===== src/rtl/cart_bus_pkg.sv =====
// ---------------------------------------------------------------------------
// cart_bus_pkg
// Shared definitions for the cartridge bus initiator:
//   - cartState_e : sequencer states (idle, bus access, response, refresh)
//   - CYC_*       : bus access lengths in master clocks
//   - BANK_*/OFF_*: bank and offset boundaries used by the address decode
//   - isSystemBank: true for the banks that mirror the system area
//                   ($00-$3F and $80-$BF)
// ---------------------------------------------------------------------------
package cart_bus_pkg;

    typedef enum logic [1:0] {
        ST_IDLE = 2'd0,
        ST_BUS  = 2'd1,
        ST_RESP = 2'd2,
        ST_RFSH = 2'd3
    } cartState_e;

    localparam logic [3:0] CYC_FAST = 4'd6;
    localparam logic [3:0] CYC_NORM = 4'd8;
    localparam logic [3:0] CYC_SLOW = 4'd12;

    localparam logic [7:0]  BANK_LO_END   = 8'h3F;
    localparam logic [7:0]  BANK_HI_START = 8'h80;
    localparam logic [7:0]  BANK_HI_END   = 8'hBF;
    localparam logic [7:0]  BANK_WRAM_LO  = 8'h7E;
    localparam logic [7:0]  BANK_WRAM_HI  = 8'h7F;
    localparam logic [15:0] OFF_LORAM_END = 16'h1FFF;
    localparam logic [15:0] OFF_IO_START  = 16'h4000;
    localparam logic [15:0] OFF_IO_END    = 16'h41FF;

    function automatic logic isSystemBank(input logic [7:0] bank);
        return (bank <= BANK_LO_END) ||
               ((bank >= BANK_HI_START) && (bank <= BANK_HI_END));
    endfunction

endpackage


===== src/rtl/cart_bus_decode.sv =====
// ---------------------------------------------------------------------------
// cart_bus_decode
// Purely combinational address decode for the cartridge bus.
// Ports:
//   ca_i       [23:0] cart address currently on the bus
//   fastrom_i         enables 6-clock accesses to ROM in banks $80-$FF
//   romSelEn_o        ROM select should be asserted for this address
//   ramSelEn_o        RAM select should be asserted for this address
//   cycleLen_o [3:0]  access length N in master clocks (6, 8 or 12)
// ---------------------------------------------------------------------------
module cart_bus_decode
    import cart_bus_pkg::*;
(
    input  logic [23:0] ca_i,
    input  logic        fastrom_i,
    output logic        romSelEn_o,
    output logic        ramSelEn_o,
    output logic [3:0]  cycleLen_o
);

    logic [7:0]  bank;
    logic [15:0] offset;
    logic        sysBank;
    logic        wramBank;
    logic        ioWindow;

    assign bank     = ca_i[23:16];
    assign offset   = ca_i[15:0];
    assign sysBank  = isSystemBank(bank);
    assign wramBank = (bank == BANK_WRAM_LO) || (bank == BANK_WRAM_HI);

    // The slow I/O window only exists in the system-area mirrors.
    assign ioWindow = sysBank && (offset >= OFF_IO_START) && (offset <= OFF_IO_END);

    // A22 selects ROM everywhere except the work-RAM banks, which also have A22 set.
    assign romSelEn_o = (ca_i[22] && !wramBank) || (ca_i[15] && sysBank);
    assign ramSelEn_o = wramBank || (sysBank && (offset <= OFF_LORAM_END));

    always_comb begin
        cycleLen_o = CYC_NORM;
        if (ioWindow) begin
            cycleLen_o = CYC_SLOW;
        end else if (romSelEn_o && ca_i[23] && fastrom_i) begin
            cycleLen_o = CYC_FAST;
        end
    end

endmodule


===== src/rtl/cart_bus_initiator.sv =====
// ---------------------------------------------------------------------------
// cart_bus_initiator
// Turns single-beat read/write requests into timed cartridge bus cycles and
// inserts periodic refresh slots between them.
// Parameters:
//   REFRESH_PERIOD  master clocks between refresh slot starts
//   REFRESH_LEN     master clocks per refresh slot
// Ports:
//   MCLK, RST_N                    clock, asynchronous active-low reset
//   FASTROM                        enables 6-clock ROM accesses in banks $80-$FF
//   REQ_VALID/REQ_READY            request handshake
//   REQ_WE, REQ_ADDR, REQ_WDATA    write flag, cart address, write data
//   RSP_VALID, RSP_RDATA           one-clock completion pulse and its data
//   CA, DI, DO                     address bus, CPU-driven data, cart read data
//   CPURD_N, CPUWR_N               read / write strobes
//   ROMSEL_N, RAMSEL_N             ROM / RAM selects
//   SYSCLKF_CE, SYSCLKR_CE         access start / end pulses
//   REFRESH                        high for the duration of a refresh slot
// ---------------------------------------------------------------------------
module cart_bus_initiator
    import cart_bus_pkg::*;
#(
    parameter int REFRESH_PERIOD = 1364,
    parameter int REFRESH_LEN    = 40
) (
    input  logic        MCLK,
    input  logic        RST_N,
    input  logic        FASTROM,
    input  logic        REQ_VALID,
    output logic        REQ_READY,
    input  logic        REQ_WE,
    input  logic [23:0] REQ_ADDR,
    input  logic [7:0]  REQ_WDATA,
    output logic        RSP_VALID,
    output logic [7:0]  RSP_RDATA,
    output logic [23:0] CA,
    output logic [7:0]  DI,
    input  logic [7:0]  DO,
    output logic        CPURD_N,
    output logic        CPUWR_N,
    output logic        ROMSEL_N,
    output logic        RAMSEL_N,
    output logic        SYSCLKF_CE,
    output logic        SYSCLKR_CE,
    output logic        REFRESH
);

    // Phase counter must reach both the longest access and the refresh slot.
    localparam int PHASE_W = $clog2(REFRESH_LEN + 16);
    localparam int RC_W    = $clog2(REFRESH_PERIOD + 1);

    cartState_e         state_q, state_d;
    logic [PHASE_W-1:0] phaseCnt_q, phaseCnt_d;
    logic [RC_W-1:0]    refCnt_q, refCnt_d;
    logic               refPending_q, refPending_d;
    logic [23:0]        ca_q;
    logic [7:0]         di_q;
    logic [7:0]         wdata_q;
    logic [7:0]         rspRdata_q;
    logic               we_q;

    logic               romSelEn;
    logic               ramSelEn;
    logic [3:0]         cycleLen;
    logic               lastBus;
    logic               lastRfsh;
    logic               refWrap;
    logic               rfshEntry;
    logic               accept;

    cart_bus_decode uDecode (
        .ca_i       (ca_q),
        .fastrom_i  (FASTROM),
        .romSelEn_o (romSelEn),
        .ramSelEn_o (ramSelEn),
        .cycleLen_o (cycleLen)
    );

    assign lastBus   = (phaseCnt_q == PHASE_W'(cycleLen - 4'd1));
    assign lastRfsh  = (phaseCnt_q == PHASE_W'(REFRESH_LEN - 1));
    assign refWrap   = (refCnt_q == RC_W'(REFRESH_PERIOD - 1));
    assign rfshEntry = (state_q != ST_RFSH) && (state_d == ST_RFSH);

    // Gating with RST_N keeps READY low while reset is held, since the state
    // register already sits in IDLE during that time.
    assign REQ_READY = RST_N && (state_q == ST_IDLE) && !refPending_q;
    assign accept    = REQ_READY && REQ_VALID;

    always_ff @(posedge MCLK or negedge RST_N) begin
        if (!RST_N) begin
            state_q    <= ST_IDLE;
            phaseCnt_q <= '0;
        end else begin
            state_q    <= state_d;
            phaseCnt_q <= phaseCnt_d;
        end
    end

    // A pending refresh is only honoured at access boundaries (IDLE or the
    // clock after RESP) and beats a simultaneous request in IDLE.
    always_comb begin
        state_d = state_q;
        unique case (state_q)
            ST_IDLE: begin
                if (refPending_q) begin
                    state_d = ST_RFSH;
                end else if (REQ_VALID) begin
                    state_d = ST_BUS;
                end
            end
            ST_BUS:  if (lastBus) state_d = ST_RESP;
            ST_RESP: state_d = refPending_q ? ST_RFSH : ST_IDLE;
            ST_RFSH: if (lastRfsh) state_d = ST_IDLE;
            default: state_d = ST_IDLE;
        endcase

        phaseCnt_d = phaseCnt_q + PHASE_W'(1);
        if ((state_d != state_q) || (state_q == ST_IDLE)) begin
            phaseCnt_d = '0;
        end
    end

    // Free-running refresh timer; a due refresh while one is still pending
    // simply re-sets the same flag, so the two merge. A wrap on the same clock
    // as slot entry still leaves a fresh request behind.
    always_comb begin
        refCnt_d     = refWrap ? '0 : refCnt_q + RC_W'(1);
        refPending_d = (refPending_q && !rfshEntry) || refWrap;
    end

    always_ff @(posedge MCLK or negedge RST_N) begin
        if (!RST_N) begin
            refCnt_q     <= '0;
            refPending_q <= 1'b0;
        end else begin
            refCnt_q     <= refCnt_d;
            refPending_q <= refPending_d;
        end
    end

    // Request latch and data path. DI doubles as the open-bus latch: reads
    // overwrite it with the sampled cart data, writes with the write data.
    always_ff @(posedge MCLK or negedge RST_N) begin
        if (!RST_N) begin
            ca_q       <= '0;
            di_q       <= 8'hFF;
            wdata_q    <= '0;
            rspRdata_q <= '0;
            we_q       <= 1'b0;
        end else begin
            if (accept) begin
                ca_q    <= REQ_ADDR;
                we_q    <= REQ_WE;
                wdata_q <= REQ_WDATA;
                if (REQ_WE) begin
                    di_q <= REQ_WDATA;
                end
            end
            if ((state_q == ST_BUS) && lastBus) begin
                if (we_q) begin
                    rspRdata_q <= wdata_q;
                end else begin
                    rspRdata_q <= DO;
                    di_q       <= DO;
                end
            end
        end
    end

    // Strobes are decoded from the registered state so that an asynchronous
    // reset releases the bus in the same cycle it is asserted.
    always_comb begin
        ROMSEL_N   = !((state_q == ST_BUS) && romSelEn);
        RAMSEL_N   = !((state_q == ST_BUS) && ramSelEn);
        SYSCLKF_CE = (state_q == ST_BUS) && (phaseCnt_q == '0);
        SYSCLKR_CE = (state_q == ST_BUS) && lastBus;
        CPURD_N    = !((state_q == ST_BUS) && !we_q && (phaseCnt_q >= PHASE_W'(2)));
        CPUWR_N    = !((state_q == ST_BUS) &&  we_q && (phaseCnt_q >= PHASE_W'(2)));
        REFRESH    = (state_q == ST_RFSH);
        RSP_VALID  = (state_q == ST_RESP);
        RSP_RDATA  = rspRdata_q;
        CA         = ca_q;
        DI         = di_q;
    end

endmodule


===== config.mk =====
export PLATFORM = sky130hd
export DESIGN_NAME = cart_bus_initiator
export DESIGN_NICKNAME = d
export VERILOG_FILES = /design/src/rtl/cart_bus_pkg.sv /design/src/rtl/cart_bus_decode.sv /design/src/rtl/cart_bus_initiator.sv
export SDC_FILE = /design/constraint.sdc
export NUM_CORES = 1
export LEC_CHECK = 0
export CAP_MARGIN = 0
export CORE_MARGIN = 1.5
export CORE_UTILIZATION = 35
export CTS_CLUSTER_SIZE = 8
export DETAILED_ROUTE_END_ITERATION = 8
export PLACE_DENSITY = 0.65
export SLEW_MARGIN = 20
export SYNTH_ARGS = -nofsm -noshare
export SYNTH_HDL_FRONTEND = slang
export SYNTH_SLANG_ARGS = --single-unit

===== constraint.sdc =====
create_clock -name MCLK -period 1.8 [get_ports MCLK]
set_input_delay 0.36 -clock MCLK [delete_from_list [all_inputs] [get_ports MCLK]]
set_output_delay 0.36 -clock MCLK [all_outputs]
set_load 0.005 [all_outputs]

==> out/metrics.yaml <==
status: "finished with violations"
failed_checks: "negative setup slack"
fmax_mhz: 481
diodes: 0
grt_max_degree: 70
p_int_mw: 4.80
rsz0062_at_grt: "true"
dp_cells: 466
yosys.area.top_type: "dfrtp_1"
synth-xor-area-share: 0.0376
ys_top_cells_by_count: "dfrtp_1 (61), mux2_2 (60), nor2_1 (13)"
synth_top_family_by_area: "multiplexers"
clk_path_buf_depth: 2
async_reset_ff_frac: 1.00
cts_sinks: 69
hold_viol_final: 0
p_sw_mw: 1.96
cp_max_fo: 3
layout_min_cycle_time_ns: 2.08
fin_area_sq_mm: 0.00497
max_slew.worst_pin.slew_ns: 0.875
initial_core_util: 0.365
coreArea_sq_mm: 0.00885
max_slew_margin: 0.416
first_pass_iters: 4
p_leak_nw: 2.25
avgSynthCellArea_sq_um: 13.7
critical_path_class: "reg -> out"
yosys_warnings: 0
clock_latency_ns: 0.34
fin_setup_tns_ns: -2.42
grt_pass1_wl_mm: 12.6
synth.area.mux_share: 0.228
syn_to_final_growth_pct: 53.9
drt-wirelength-per-cell_um: 15.5
io_pins: 94
finalClockSkew_ns: 0.0101
syn-num-nets: 284
utilization: 0.561
fin_cells: 494
p_per_area_mw_per_mm2: 1360
gr-total-overflow: 0
grtUsageTotal: 0.166
place.gp.congestion: 0.798
synth_simple_gate_area_share: 0.121
switching_share: 0.290
slew_violations: 0
setup_slack_ns: -0.279
cts_tree: "built"
post_synth_main_area_contributors: "dfrtp_1 (47%), mux2_2 (21%), dfstp_2 (6.5%), xnor2_1 (2.4%), mux2_4 (1.9%)"
cts_root_buf: "clkbuf_8"
die_w_um: 99.0
crit_start: "CA[22]"
initialDrtViolationCount: 45
post-route-period-util: 1.15
cts_hold_buf: 0
vias_per_cell: 4.77
cts_made_buffers: 9
place_area_sq_mm: 0.00455
synth_top_area_frac: 0.473
syn_inst: 235
crit_required_ns: 1.44
maxCapViolations: 0
worst_ep_arrival_time_ns: 1.72
vias: 2354
dp_hpwl_mm: 5.32
synth_flop_cell: "dfrtp_1"
final_net_count: 430
synth_edf_count: 0
wl_mm: 7.64
combPwrFrac: 0.437
ys_seq_elements: 69
hold_path_class: "in -> async"
drive_gt1_frac: 0.435
die_h_um: 99.0
cts_max_level: 3
end_kind: "primary output"
grt_pass1_vias: 2474
power_frac_clock: 0.217
start_kind: "flip-flop"
antenna_left: 0
setup_viol: 21
synth_cell_type_count: 44
antenna_found_initial: 0
ir_worst_vdd_uv: 628
drcViolationCount: 0
syn-cell-area_sq_mm: 0.00323
numPortBuffers: 93
yosys.cell_count.top_type: "dfrtp_1"
fp.dieArea_sq_mm: 0.00980
clkTransAtPathRegs_ns: 0.08
reg2reg_depth: 8
r2r-start: "CA[22]"
seq_power_share: 0.346
ys_seq_area_frac: 0.538
synth-compound-area-share: 0.0407
rows: 34
yosys.area_share.adder: 0.0155
==> cell usage in the layout (no fill, tap or decap), types with 5 or more instances in the layout <==
master,Yosys,layout
buf_2,3,7
buf_4,0,38
buf_6,2,8
clkbuf_8,0,11
clkdlybuf4s50_1,0,81
dfrtp_1,61,61
dfstp_2,8,8
mux2_2,60,56
mux2_4,4,8
nand2_1,8,7
nand3_1,6,5
nand4_1,5,5
nor2_1,13,13
xnor2_1,9,9
==> final timing paths <==
| check | to | slack [ns] |
|---|---|---|
| worst max register to register | DI[7] | -0.15 |
| worst min-delay path | CA[15] | 0.29 |
| worst min register to register | refCnt_q[10] | 0.49 |
| min in group MCLK | refCnt_q[10] | 0.49 |
| worst max-delay path | SYSCLKR_CE | -0.28 |
| max in group asynchronous | RSP_RDATA[4] | 0.94 |
==> what timing repair did <==
item                                    in CTS  in global routing
setup buffers                                8                  6
endpoints found under the setup margin      27                 32
gates resized for setup                     45                 15
pin swaps                                   13                  8
==> area by class of cell <==
| class | count | area [sq um] |
|---|---|---|
| clock buffer | 11 | 151 |
| clock inverter | 5 | 81.3 |
| fill | 758 | 3880 |
| inverter | 4 | 15.0 |
| multi-input combinational | 155 | 1520 |
| sequential | 69 | 1740 |
| tap | 108 | 135 |
| timing repair buffer | 142 | 1330 |
==> layer usage <==
metal,GRT usage,wire length (um)
met3,0.0319,223
met1,0.219,3480
met4,0.0769,138
met2,0.264,3790
met5,0,0
==> kinds of logic (layout without fill, tap and decap cells) <==
| logic type | Yosys count | count (layout) |
|---|---|---|
| compound gates | 13 | 13 |
| xor+xnor | 13 | 13 |
| fa+ha+maj | 4 | 4 |
| buf+inv | 11 | 162 |
| flops | 69 | 69 |
| mux | 64 | 64 |
| simple gates | 61 | 61 |
==> registers in the layout (all words and copies together), names as in the netlist <==
register	count
DI	8
refPending_q	1
RSP_RDATA	8
state_q	2
refCnt_q	11
wdata_q	8
CA	24
phaseCnt_q	6
we_q	1
==> power groups by stage <==
stage	Sequential (mW)	Clock, mW	Combinational, mW
after floorplan	2.38	0	1.13
after global placement	2.34	0	2.64
after detailed placement	2.36	0	2.68
after CTS	2.33	1.50	2.81
after global routing	2.39	1.58	3.19
final	2.34	1.47	2.95
==> metrics by stage <==
step	setup slack (ns)	hold WS [ns]	power, mW
after floorplan	0.0548	0.0644	3.50
after global placement	-0.496	0.475	4.98
after detailed placement	-0.519	0.483	5.04
after CTS	-0.297	0.325	6.65
after global routing	-0.396	0.361	7.16
final	-0.279	0.292	6.75
==> worst max-delay path: stages, from the launching register on <==
cell       delay, ns
dfrtp_1         0.39
buf_6           0.13
nor4b_4         0.23
and4b_2         0.30
o2111ai_4       0.15
inv_1           0.07
buf_2           0.11
Note: power is estimated with default switching activity, not from simulation.
